## config.mk

```make
export PLATFORM = sky130hd
export DESIGN_NAME = decoder_scan
export DESIGN_NICKNAME = d
export VERILOG_FILES = /design/src/rtl/decoder_scan.sv
export SDC_FILE = /design/constraint.sdc
export NUM_CORES = 1
export LEC_CHECK = 0
export ABC_CLOCK_PERIOD_IN_PS = 3600
export CELL_PAD_IN_SITES_DETAIL_PLACEMENT = 1
export CELL_PAD_IN_SITES_GLOBAL_PLACEMENT = 1
export CORE_AREA = 2 2 118 63
export DETAILED_ROUTE_END_ITERATION = 16
export DIE_AREA = 0 0 120 65
export GPL_TIMING_DRIVEN = 0
export PLACE_DENSITY = 0.82
export SLEW_MARGIN = 30
export SYNTH_ARGS = -nofsm -noshare
export SYNTH_HDL_FRONTEND = slang
export SYNTH_SLANG_ARGS = --single-unit
```

## constraint.sdc

```tcl
create_clock -name clk -period 3.6 [get_ports clk]
set_clock_uncertainty 0.1 [all_clocks]
set_input_delay 0.54 -clock clk [delete_from_list [all_inputs] [get_ports clk]]
set_output_delay 0.54 -clock clk [all_outputs]
set_load 0.05 [all_outputs]
```

## src/rtl/decoder_scan.sv

```systemverilog
// decoder_scan: SEL_W-to-2^SEL_W one-hot decoder with a registered output.
// Besides direct decode it holds an index that can step up, step down or
// sweep once, with each position held for DWELL cycles.
module decoder_scan #(
  parameter  int SEL_W = 5,
  parameter  int DWELL = 4,
  parameter  int CNT_W = 16,
  localparam int OUT_W = 2**SEL_W
) (
  input  logic             clk,
  input  logic             rst,
  input  logic             en,
  input  logic [1:0]       mode,
  input  logic [SEL_W-1:0] a,
  input  logic             load,
  output logic [OUT_W-1:0] y,
  output logic [SEL_W-1:0] idx,
  output logic             wrap,
  output logic             done
);

  typedef enum logic [1:0] {
    M_DIRECT = 2'b00,
    M_UP     = 2'b01,
    M_DOWN   = 2'b10,
    M_SWEEP  = 2'b11
  } mode_e;

  if (DWELL < 1 || DWELL > 2**CNT_W) begin : g_bad_dwell
    $error("decoder_scan: DWELL must lie in 1..2**CNT_W");
  end

  localparam logic [CNT_W-1:0] DWELL_M1 = CNT_W'(DWELL - 1);
  localparam logic [OUT_W-1:0] ONE      = OUT_W'(1);

  mode_e            mode_q, mode_n;
  logic [CNT_W-1:0] cnt, cnt_n;
  logic [SEL_W-1:0] idx_n;
  logic             wrap_n, done_n;
  logic [OUT_W-1:0] y_n;

  // Next-state: mode change > direct decode > load > dwell/step; all frozen while en=0.
  // A mode change edge only restarts the dwell and clears done; idx is kept.
  always_comb begin
    mode_n = mode_q;
    idx_n  = idx;
    cnt_n  = cnt;
    done_n = done;
    wrap_n = 1'b0;
    if (en) begin
      if (mode_e'(mode) != mode_q) begin
        mode_n = mode_e'(mode);
        cnt_n  = '0;
        done_n = 1'b0;
      end else if (mode_q == M_DIRECT) begin
        idx_n  = a;
        cnt_n  = '0;
        done_n = 1'b0;
      end else if (load) begin
        idx_n  = a;
        cnt_n  = '0;
        done_n = 1'b0;
      end else if (!(mode_q == M_SWEEP && done)) begin
        if (cnt == DWELL_M1) begin
          cnt_n = '0;
          case (mode_q)
            M_UP: begin
              wrap_n = (idx == '1);
              idx_n  = idx + SEL_W'(1);
            end
            M_DOWN: begin
              wrap_n = (idx == '0);
              idx_n  = idx - SEL_W'(1);
            end
            M_SWEEP: begin
              if (idx == '1) done_n = 1'b1;
              else           idx_n  = idx + SEL_W'(1);
            end
            default: cnt_n = '0;
          endcase
        end else begin
          cnt_n = cnt + CNT_W'(1);
        end
      end
    end
    y_n = en ? (ONE << idx_n) : '0;
  end

  // State and output registers; synchronous reset dominates.
  always_ff @(posedge clk) begin
    if (rst) begin
      mode_q <= M_DIRECT;
      idx    <= '0;
      cnt    <= '0;
      done   <= 1'b0;
      wrap   <= 1'b0;
      y      <= '0;
    end else begin
      mode_q <= mode_n;
      idx    <= idx_n;
      cnt    <= cnt_n;
      done   <= done_n;
      wrap   <= wrap_n;
      y      <= y_n;
    end
  end

endmodule
```

# Word-level counts from Yosys, hierarchy flattened
# Cells that the tools add are included.
[word_totals]
register_bits = 57
latchBits = 0
ramBits = 0
romBits = 0
input_bits = 11
out_inout_bits = 39
wordCells = 51
mem_count = 0
[op_classes]
n_addsub = 3
multipliers = 0
n_div = 0
order_cmp = 0
eq_ne = 7
shift = 1
mux = 21
bitwise_logic = 2
reduce_logical = 11
[op_table]
columns = ["cell", "n"]
rows = [
  ["$mux 16", 5],
  ["$mux 5", 7],
  ["$shl 1x5->32 const A", 1],
  ["$add 16x1->16 const B", 1],
  ["$eq 16x2->1 const B", 1],
  ["$pmux 5 s3", 1],
  ["$reduce_bool 4->1", 3],
  ["$mux 1", 7],
  ["$reduce_or 7->1", 1],
  ["$add 5x1->5 const B", 1],
  ["$eq 5x5->1 const B", 1],
  ["$logic_not 5->1", 1],
  ["$reduce_and 5->1", 1],
  ["$sub 5x1->5 const B", 1],
  ["$eq 2x2->1 const B", 2],
  ["$ne 4x4->1 const B", 1],
  ["$reduce_and 2->1", 2],
  ["$eq 2x1->1 const B", 1],
  ["$logic_not 2->1", 1],
  ["$ne 2x2->1", 1],
  ["$not 1->1", 2],
  ["$pmux 1 s2", 1],
  ["$reduce_or 2->1", 1],
  ["$logic_and 1x1->1", 1],
]

# Longest topological paths before layout
# Gate-level depths: netlist of run 1.
[depth]
word_depth = 10
depth_mapped = 11
mapped_depth_nobuf = 10

# Worst setup path after synthesis of run 1
# No wires, ideal clock.
[synth_path]
kind = "reg2reg"
start = "reg idx[0]"
end = "reg y[28]"
setup_ns = 0.067
arrival_time_ns = 2.690
required_ns = 3.433
setup_slack_ns = 0.744
stages_incl_launch_ff = 12
n_path_buf = 1
period_less_slack_ns = 2.856
cell_sequence = "dfxtp_1 -> ha_1 -> and3_1 -> ha_1 -> nor2b_1 -> nor2_1 -> a311oi_1 -> o311ai_1 -> a221o_1 -> or2_2 -> buf_6 -> nor2_1"
[synth_via]
elab_chain_cells = 10
word_cells_on_any_way = 12
cone_classes = "add/sub: 2; eq/ne: 1; shift: 1; mux: 8"
[synth_lines]
columns = ["element", "line_no", "text"]
rows = [
  ["start, declared", "17", "output logic [SEL_W-1:0] idx,"],
  ["start signal, assigned", "100", "idx <= idx_n;"],
  ["$add 5x1->5 / $eq 5x5->1 (equally long branches)", "69, 77, 76", ""],
  ["$mux 5", "76", "if (idx == '1) done_n = 1'b1;"],
  ["$pmux 5 s3", "66", "case (mode_q)"],
  ["$mux 5", "64", "if (cnt == DWELL_M1) begin"],
  ["$mux 5", "63", "end else if (!(mode_q == M_SWEEP && done)) begin"],
  ["$mux 5", "59", "end else if (load) begin"],
  ["$mux 5", "55", "end else if (mode_q == M_DIRECT) begin"],
  ["$mux 5", "51", "if (mode_e'(mode) != mode_q) begin"],
  ["$mux 5 *", "50", "if (en) begin"],
  ["$shl 1x5->32 *", "86", "y_n = en ? (ONE << idx_n) : '0;"],
  ["end signal, assigned", "104", "y <= y_n;"],
  ["end, declared", "16", "output logic [OUT_W-1:0] y,"],
]
# Every way passes the cells marked *; elsewhere a longest branch is shown, timed or not.
# A chain may end at the register's enable or synchronous reset.

# Worst setup path in the final report of run 1
[layout_path]
start = "reg idx[0]"
end = "reg y[8]"
# Same word-level chain as after synthesis.

==> results of run 1 <==
==> registers in the layout, summed over array words and instances (netlist names) <==
signal  flops
y          32
cnt        16
idx         5
mode_q      2
done        1
wrap        1
==> where the power goes <==
group,leakage (uW),internal (uW),total (uW),switching [uW]
combinational,0.000611,59.4,174,115
sequential,0.000460,640,653,13.0
clock,0.000156,610,928,318
==> synth_stat cells (2+ instances only) <==
| master | count |
|---|---|
| and3_1 | 6 |
| o2111ai_1 | 2 |
| xnor2_1 | 7 |
| or3_1 | 3 |
| or2_2 | 2 |
| nand3_1 | 14 |
| a21oi_1 | 8 |
| inv_1 | 13 |
| buf_6 | 2 |
| nand2_1 | 15 |
| dfxtp_1 | 57 |
| nor2_1 | 64 |
| nand4_1 | 7 |
| nor3_1 | 7 |
| o21a_1 | 3 |
| nor2b_1 | 2 |
| a221o_2 | 2 |
| clkbuf_1 | 3 |
| a221oi_4 | 2 |
| mux2i_1 | 4 |
| nand2b_1 | 3 |
| nor4b_1 | 2 |
| xor2_1 | 8 |
| ha_1 | 9 |
| o21ai_0 | 8 |
==> cell usage in the layout (no fill, tap or decap), types with 2 or more instances in the layout <==
cell type,n
nand3_1,14
a21oi_1,8
or2_2,2
bufinv_16,2
clkbuf_1,3
dfxtp_1,57
buf_6,2
a221o_2,2
nor2_1,64
a221oi_4,2
clkinv_4,3
ha_1,9
nor3_1,7
o21a_1,3
xnor2_1,7
nor4b_1,2
inv_1,13
nand4_1,7
o2111ai_1,2
mux2i_1,4
nand2_1,15
nor2b_1,2
o21ai_0,8
nand2b_1,3
or3_1,3
and3_1,6
clkdlybuf4s50_1,48
xor2_1,8
clkbuf_16,9
==> final timing paths <==
kind,endpoint,from,cells after the start
hold / removal,cnt[1],cnt[1],2
hold reg to reg,cnt[1],cnt[1],2
setup / recovery,y[8],idx[0],11
setup reg to reg,y[8],idx[0],11
==> stage by stage <==
step	utilization (%)	worst slack, ps	cells	cell area, um^2
2_1_floorplan	-	744	278	2480
3_3_place_gp	44.6	477	422	3080
3_5_place_dp	44.6	417	422	3080
4_1_cts	49.4	367	438	3410
5_1_grt	49.4	18.7	438	3410
6_report	49.4	298	438	3410
==> area by class of cell <==
cell class,count,area [um^2]
multi-input cells,201,1250
repair buffers,48,480
clock buffers,9,225
inverters,13,48.8
plain buffers,7,42.5
clock inverters,7,103
flip-flops and latches,57,1140
fillers,808,3500
well taps,96,120
==> metal layers <==
layer  routed length, um  global-route usage (%)  vias to the layer above
li1                    -                       -                     1083
met2                3080                    29.0                       80
met3                 631                    8.63                       17
met1                3780                    29.7                     1096
met4                 121                    8.24                        0
met5                   0                       0                        -
==> worst max-delay path, cell delays in order (launching register included) <==
cell and delay [ps]:
dfxtp_1 580, ha_1 350, and3_1 210, ha_1 300, nor2b_1 110, nor2_1 270
a311oi_1 100, o311ai_1 260, a221o_1 280, nand2b_1 130, buf_1 360, nor2_1 110
==> kinds of logic after synthesis <==
| logic type | after synthesis |
|---|---|
| xor gates and xnor gates | 15 |
| muxes | 4 |
| DFF | 57 |
| adders and majority gates | 9 |
| buffers and inverters | 20 |
| AOI/OAI and AO/OA | 39 |
| and+or+nand+nor | 134 |
==> metrics.yaml, run 1 <==
clock_tree:
  cts_tree: "yes"
  clk_pin_slew_ps: 60
  cts_hold_buf: 0
  cts_root_buf: "clkbuf_16"
  clock_latency_ps: 340
  post_cts_buffers: 0
  cts_buffer_depth: 2
  cts.sinks: 57
  cts_buffers: 9
  post_cts_resized: 0
  h-tree-depth: 3
synth:
  yosys.area.top_type: "dfxtp_1"
  ys_top_cells_by_area: "dfxtp_1 (46%), nor2_1 (9.7%), ha_1 (4.5%)"
  synth_fa_ha_area_share_pct: 4.54
  ys_types: 50
  synth_top_family_by_area: "simple AND/OR/NAND/NOR gates"
  synth_compound_area_share_pct: 12.8
  synth_edf_count: 0
  synth_xor_area_share_pct: 5.29
  yosys_warnings: 0
  synth.mux.area_fraction_pct: 1.61
  synth-main-ff-cell: "dfxtp_1"
  ys_ff_latch: 57
  synth_top_area_share_pct: 46.0
  async_reset_ff_share_pct: 0
  ys_seq_area_share_pct: 46.0
  synth_nets: 298
  avgSynthCellArea_um2: 8.93
  synth_simple_gate_area_share_pct: 26.2
  synth_cells: 278
  syn_area_mm2: 0.00248
routing:
  drt_iter0_drc: 196
  final_antenna_net_count: 0
  wirelength_mm: 7.61
  via_count: 2276
  vias_per_cell: 5.20
  route.detailed.drc: 0
  drtPass1Iterations: 4
  wl_per_cell_um: 17.4
sta:
  final.min_clock_period_ps: 3300
  setup_violations: 0
  max_slew_margin_pct: 59.9
  fmax_mhz: 303
  grt_setup_unrepaired: "no"
  whs_ps: 402
  hold_violations: 0
  tns_ps: 0
  period_share_pct: 91.7
  tightest_slew_ps: 594
  report.final.slew_viol_count: 0
setup_path:
  crit_fanout: 9
  r2r_slack_ps: 300
  critPathCaptureType: "register"
  critPathKind: "register to register"
  critPathRequiredTime_ps: 3710
  critPathLaunchType: "register"
  critPathArrivalTime_ps: 3410
final_layout:
  nets: 357
  drive_above_1_share_pct: 9.65
  area_growth_pct: 37.4
  diodes: 0
global_route:
  grt_pass1_wl_mm: 12.4
  antenna_found_initial: 0
  grt_usage_pct: 21.3
  grt_max_degree: 13
  grt_overflow_total: 0
  grt_pass1_vias: 2335
power:
  power_uw: 1760
  p_leak_uw: 0.00123
  peakVddDrop_uv: 339
  powerDensity_mw_per_mm2: 515
placed_design:
  place_congestion: 0.894
  dp_hpwl_mm: 5.66
  portBuffers: 48
floorplanning:
  core_area_mm2: 0.00691
  die_h_um: 65
  rows: 22
  die-area_mm2: 0.00780
  die_w_um: 120
  start_util_pct: 35.9
  io_pins: 50
worst_hold_path:
  hold_class: "register to register"
flow_run:
  maxCapViolCount: 0
outcome:
  status: "finished, final reports clean"
(Power assumes the default switching activity.)
==> run 2: changes to the inputs <==
==> config.mk (replaced) <==
export PLATFORM = sky130hd
export DESIGN_NAME = decoder_scan
export DESIGN_NICKNAME = d
export VERILOG_FILES = /design/src/rtl/decoder_scan.sv
export SDC_FILE = /design/constraint.sdc
export NUM_CORES = 1
export LEC_CHECK = 0
export ABC_CLOCK_PERIOD_IN_PS = 4000
export CELL_PAD_IN_SITES_DETAIL_PLACEMENT = 1
export CELL_PAD_IN_SITES_GLOBAL_PLACEMENT = 1
export CORE_AREA = 2 2 115 61
export DETAILED_ROUTE_END_ITERATION = 16
export DIE_AREA = 0 0 117 63
export GPL_TIMING_DRIVEN = 0
export PLACE_DENSITY = 0.86
export SLEW_MARGIN = 30
export SYNTH_ARGS = -nofsm -noshare
export SYNTH_HDL_FRONTEND = slang
export SYNTH_SLANG_ARGS = --single-unit
==> constraint.sdc (replaced) <==
create_clock -name clk -period 4 [get_ports clk]
set_clock_uncertainty 0.1 [all_clocks]
set_input_delay 0.6 -clock clk [delete_from_list [all_inputs] [get_ports clk]]
set_output_delay 0.6 -clock clk [all_outputs]
set_load 0.05 [all_outputs]
==> metrics.yaml, run 2 (synthesis results as in run 1) <==
power:
  powerDensity_mw_per_mm2: 465  # -9.6%
  peakVddDrop_uv: 210  # -38%
  p_leak_uw: 0.00123  # +0.43%
final_layout:
  final_cell_mix: "nor2_1 (64), dfxtp_1 (57), clkdlybuf4s50_1 (48)"
  reg.largest.list: "y x32, cnt x16, idx x5"
  nFillCells: 757  # -6.3%
  diodes: 0  # unchanged
  area_growth_pct: 37.3  # about the same
  seq_area_mm2: 0.00114  # unchanged
  multi_input_area_mm2: 0.00125  # unchanged
  mostFrequentLayoutCell: "nor2_1"
  top_register: "y"
  largest_reg_flops: 32  # unchanged
  drive_above_1_share_pct: 9.65  # unchanged
  nets: 357  # unchanged
  utilization_pct: 52.9  # +3.6 points
  fin_cells: 434  # -0.91%
clock_tree:
  h-tree-depth: 3  # unchanged
  cts_buffers: 9  # unchanged
  clk_pin_slew_ps: 50  # about the same
  clock_latency_ps: 330  # about the same
  cts_tree: "yes"
  cts_buffer_depth: 2  # unchanged
  post_cts_buffers: 0  # unchanged
  cts_root_buf: "clkbuf_16"
  post_cts_resized: 0  # unchanged
  cts_hold_buf: 0  # unchanged
  cts.sinks: 57  # unchanged
routing:
  route.detailed.drc: 0  # unchanged
  vias_per_cell: 5.48  # +5.4%
  drt_iter0_drc: 133  # -32%
  drtPass1Iterations: 5  # +1
  wl_per_cell_um: 18.6  # +7.3%
  via_count: 2377  # +4.4%
  wirelength_mm: 8.09  # +6.3%
  final_antenna_net_count: 0  # unchanged
floorplanning:
  die_h_um: 63  # -3.1%
  die_w_um: 117  # -2.5%
  die-area_mm2: 0.00737  # -5.5%
  core_area_mm2: 0.00644  # -6.8%
  io_pins: 50  # unchanged
  start_util_pct: 38.6  # +2.6 points
  rows: 21  # -4.5%
global_route:
  top_usage_layer: "met2"
  antenna_found_initial: 0  # unchanged
  grt_usage_pct: 24.4  # +3.0 points
  grt_util_met1_pct: 34.1  # +4.3 points
  grt.met2_usage_pct: 34.8  # +5.8 points
  grt_pass1_vias: 2431  # +4.1%
  grt_pass1_wl_mm: 13.2  # +6.5%
  grt_max_degree: 11  # -2
  grt_overflow_total: 0  # unchanged
  met3_usage_pct: 9.51  # +0.88 points
sta:
  report.final.slew_viol_count: 0  # unchanged
  period_share_pct: 84.9  # -6.9 points
  fmax_mhz: 295  # -2.7%
  setup_violations: 0  # unchanged
  final.min_clock_period_ps: 3390  # +92.7 ps
  grt_setup_unrepaired: "no"
  max_slew_margin_pct: 57.7  # -2.2 points
  hold_violations: 0  # unchanged
  tns_ps: 0  # unchanged
  tightest_slew_ps: 635  # +40.9 ps
placed_design:
  dp_cells: 418  # -0.95%
  dp_hpwl_mm: 5.86  # +3.5%
  portBuffers: 48  # unchanged
  place_congestion: 0.928  # +3.7%
setup_path:
  r2r_slack_ps: 610  # +310 ps
  cpMaxStageDelayCell: "dfxtp_1"
  critPathRequiredTime_ps: 4100  # +390 ps
  crit_fanout: 9  # unchanged
  critPathLaunchType: "register"
  crit_chain: "ha_1, and3_1, ha_1, nor2b_1, nor2_1, a311oi_1, o311ai_1, a221o_1, nand2b_1, buf_1, nor2_1"
  max_stage_delay_ps: 560  # -20 ps
  critPathKind: "register to register"
  critPathCaptureType: "register"
  critPathArrivalTime_ps: 3490  # +80 ps
outcome:
  status: "finished, final reports clean"
flow_run:
  maxCapViolCount: 0  # unchanged
worst_hold_path:
  hold_class: "register to register"
run 2: changes by cell type in the layout (fill, tap and decap cells not counted):
| cell | change |
|---|---|
| clkbuf_8 | +2 |
| inv_6 | -1 |
| clkinv_2 | +2 |
| clkinv_4 | -3 |
run 2: report_power, final:
part           switching [uW]  total [uW]  leakage, uW  internal, uW
Combinational             107         161     0.000611          53.6
Sequential               10.9         588     0.000460           577
Clock                     262         837     0.000162           575
Total                     380        1590      0.00123          1210
run 2: path summary, 6_finish.rpt:
path	from	to	cells past startpoint
setup / recovery	idx[0]	y[14]	11
setup reg to reg	idx[0]	y[14]	11
hold reg to reg	cnt[12]	cnt[12]	2
hold / removal	cnt[12]	cnt[12]	2
run 2: worst max-delay path, delay by kind of cell, from the launching register on:
| family | cells | cell delay, ps |
|---|---|---|
| AO/OA/AOI/OAI | 3 | 770 |
| adder cells (fa/ha/maj) | 2 | 610 |
| buffers and inverters | 1 | 410 |
| flip-flops | 1 | 560 |
| AND/OR/NAND/NOR | 5 | 810 |
run 2: routing by layer:
| metal | wire, um | vias to the layer above |
|---|---|---|
| met5 | 0 | - |
| met2 | 3490 | 87 |
| met1 | 3870 | 1184 |
| li1 | - | 1088 |
| met3 | 581 | 18 |
| met4 | 153 | 0 |
run 2: cell type report:
type | instances | share of cell area, %
buffer | 7 | 1.25
timing repair buffer | 48 | 14.1
tap | 92 | 3.38
clock inverter | 5 | 2.28
sequential | 57 | 33.5
clock buffer | 11 | 7.42
multi-input combinational | 201 | 36.7
inverter | 13 | 1.43
run 2: through the flow:
step | area, um^2 | hold slack [ps] | total power (uW) | setup WS [ps]
final | 3410 | 415 | 1590 | 606
after global routing | 3410 | 444 | 1650 | 356
after CTS | 3410 | 412 | 1600 | 708
after detailed placement | 3080 | 404 | 755 | 676
after global placement | 3080 | 365 | 747 | 827
after floorplan | 2480 | 354 | 698 | 1140
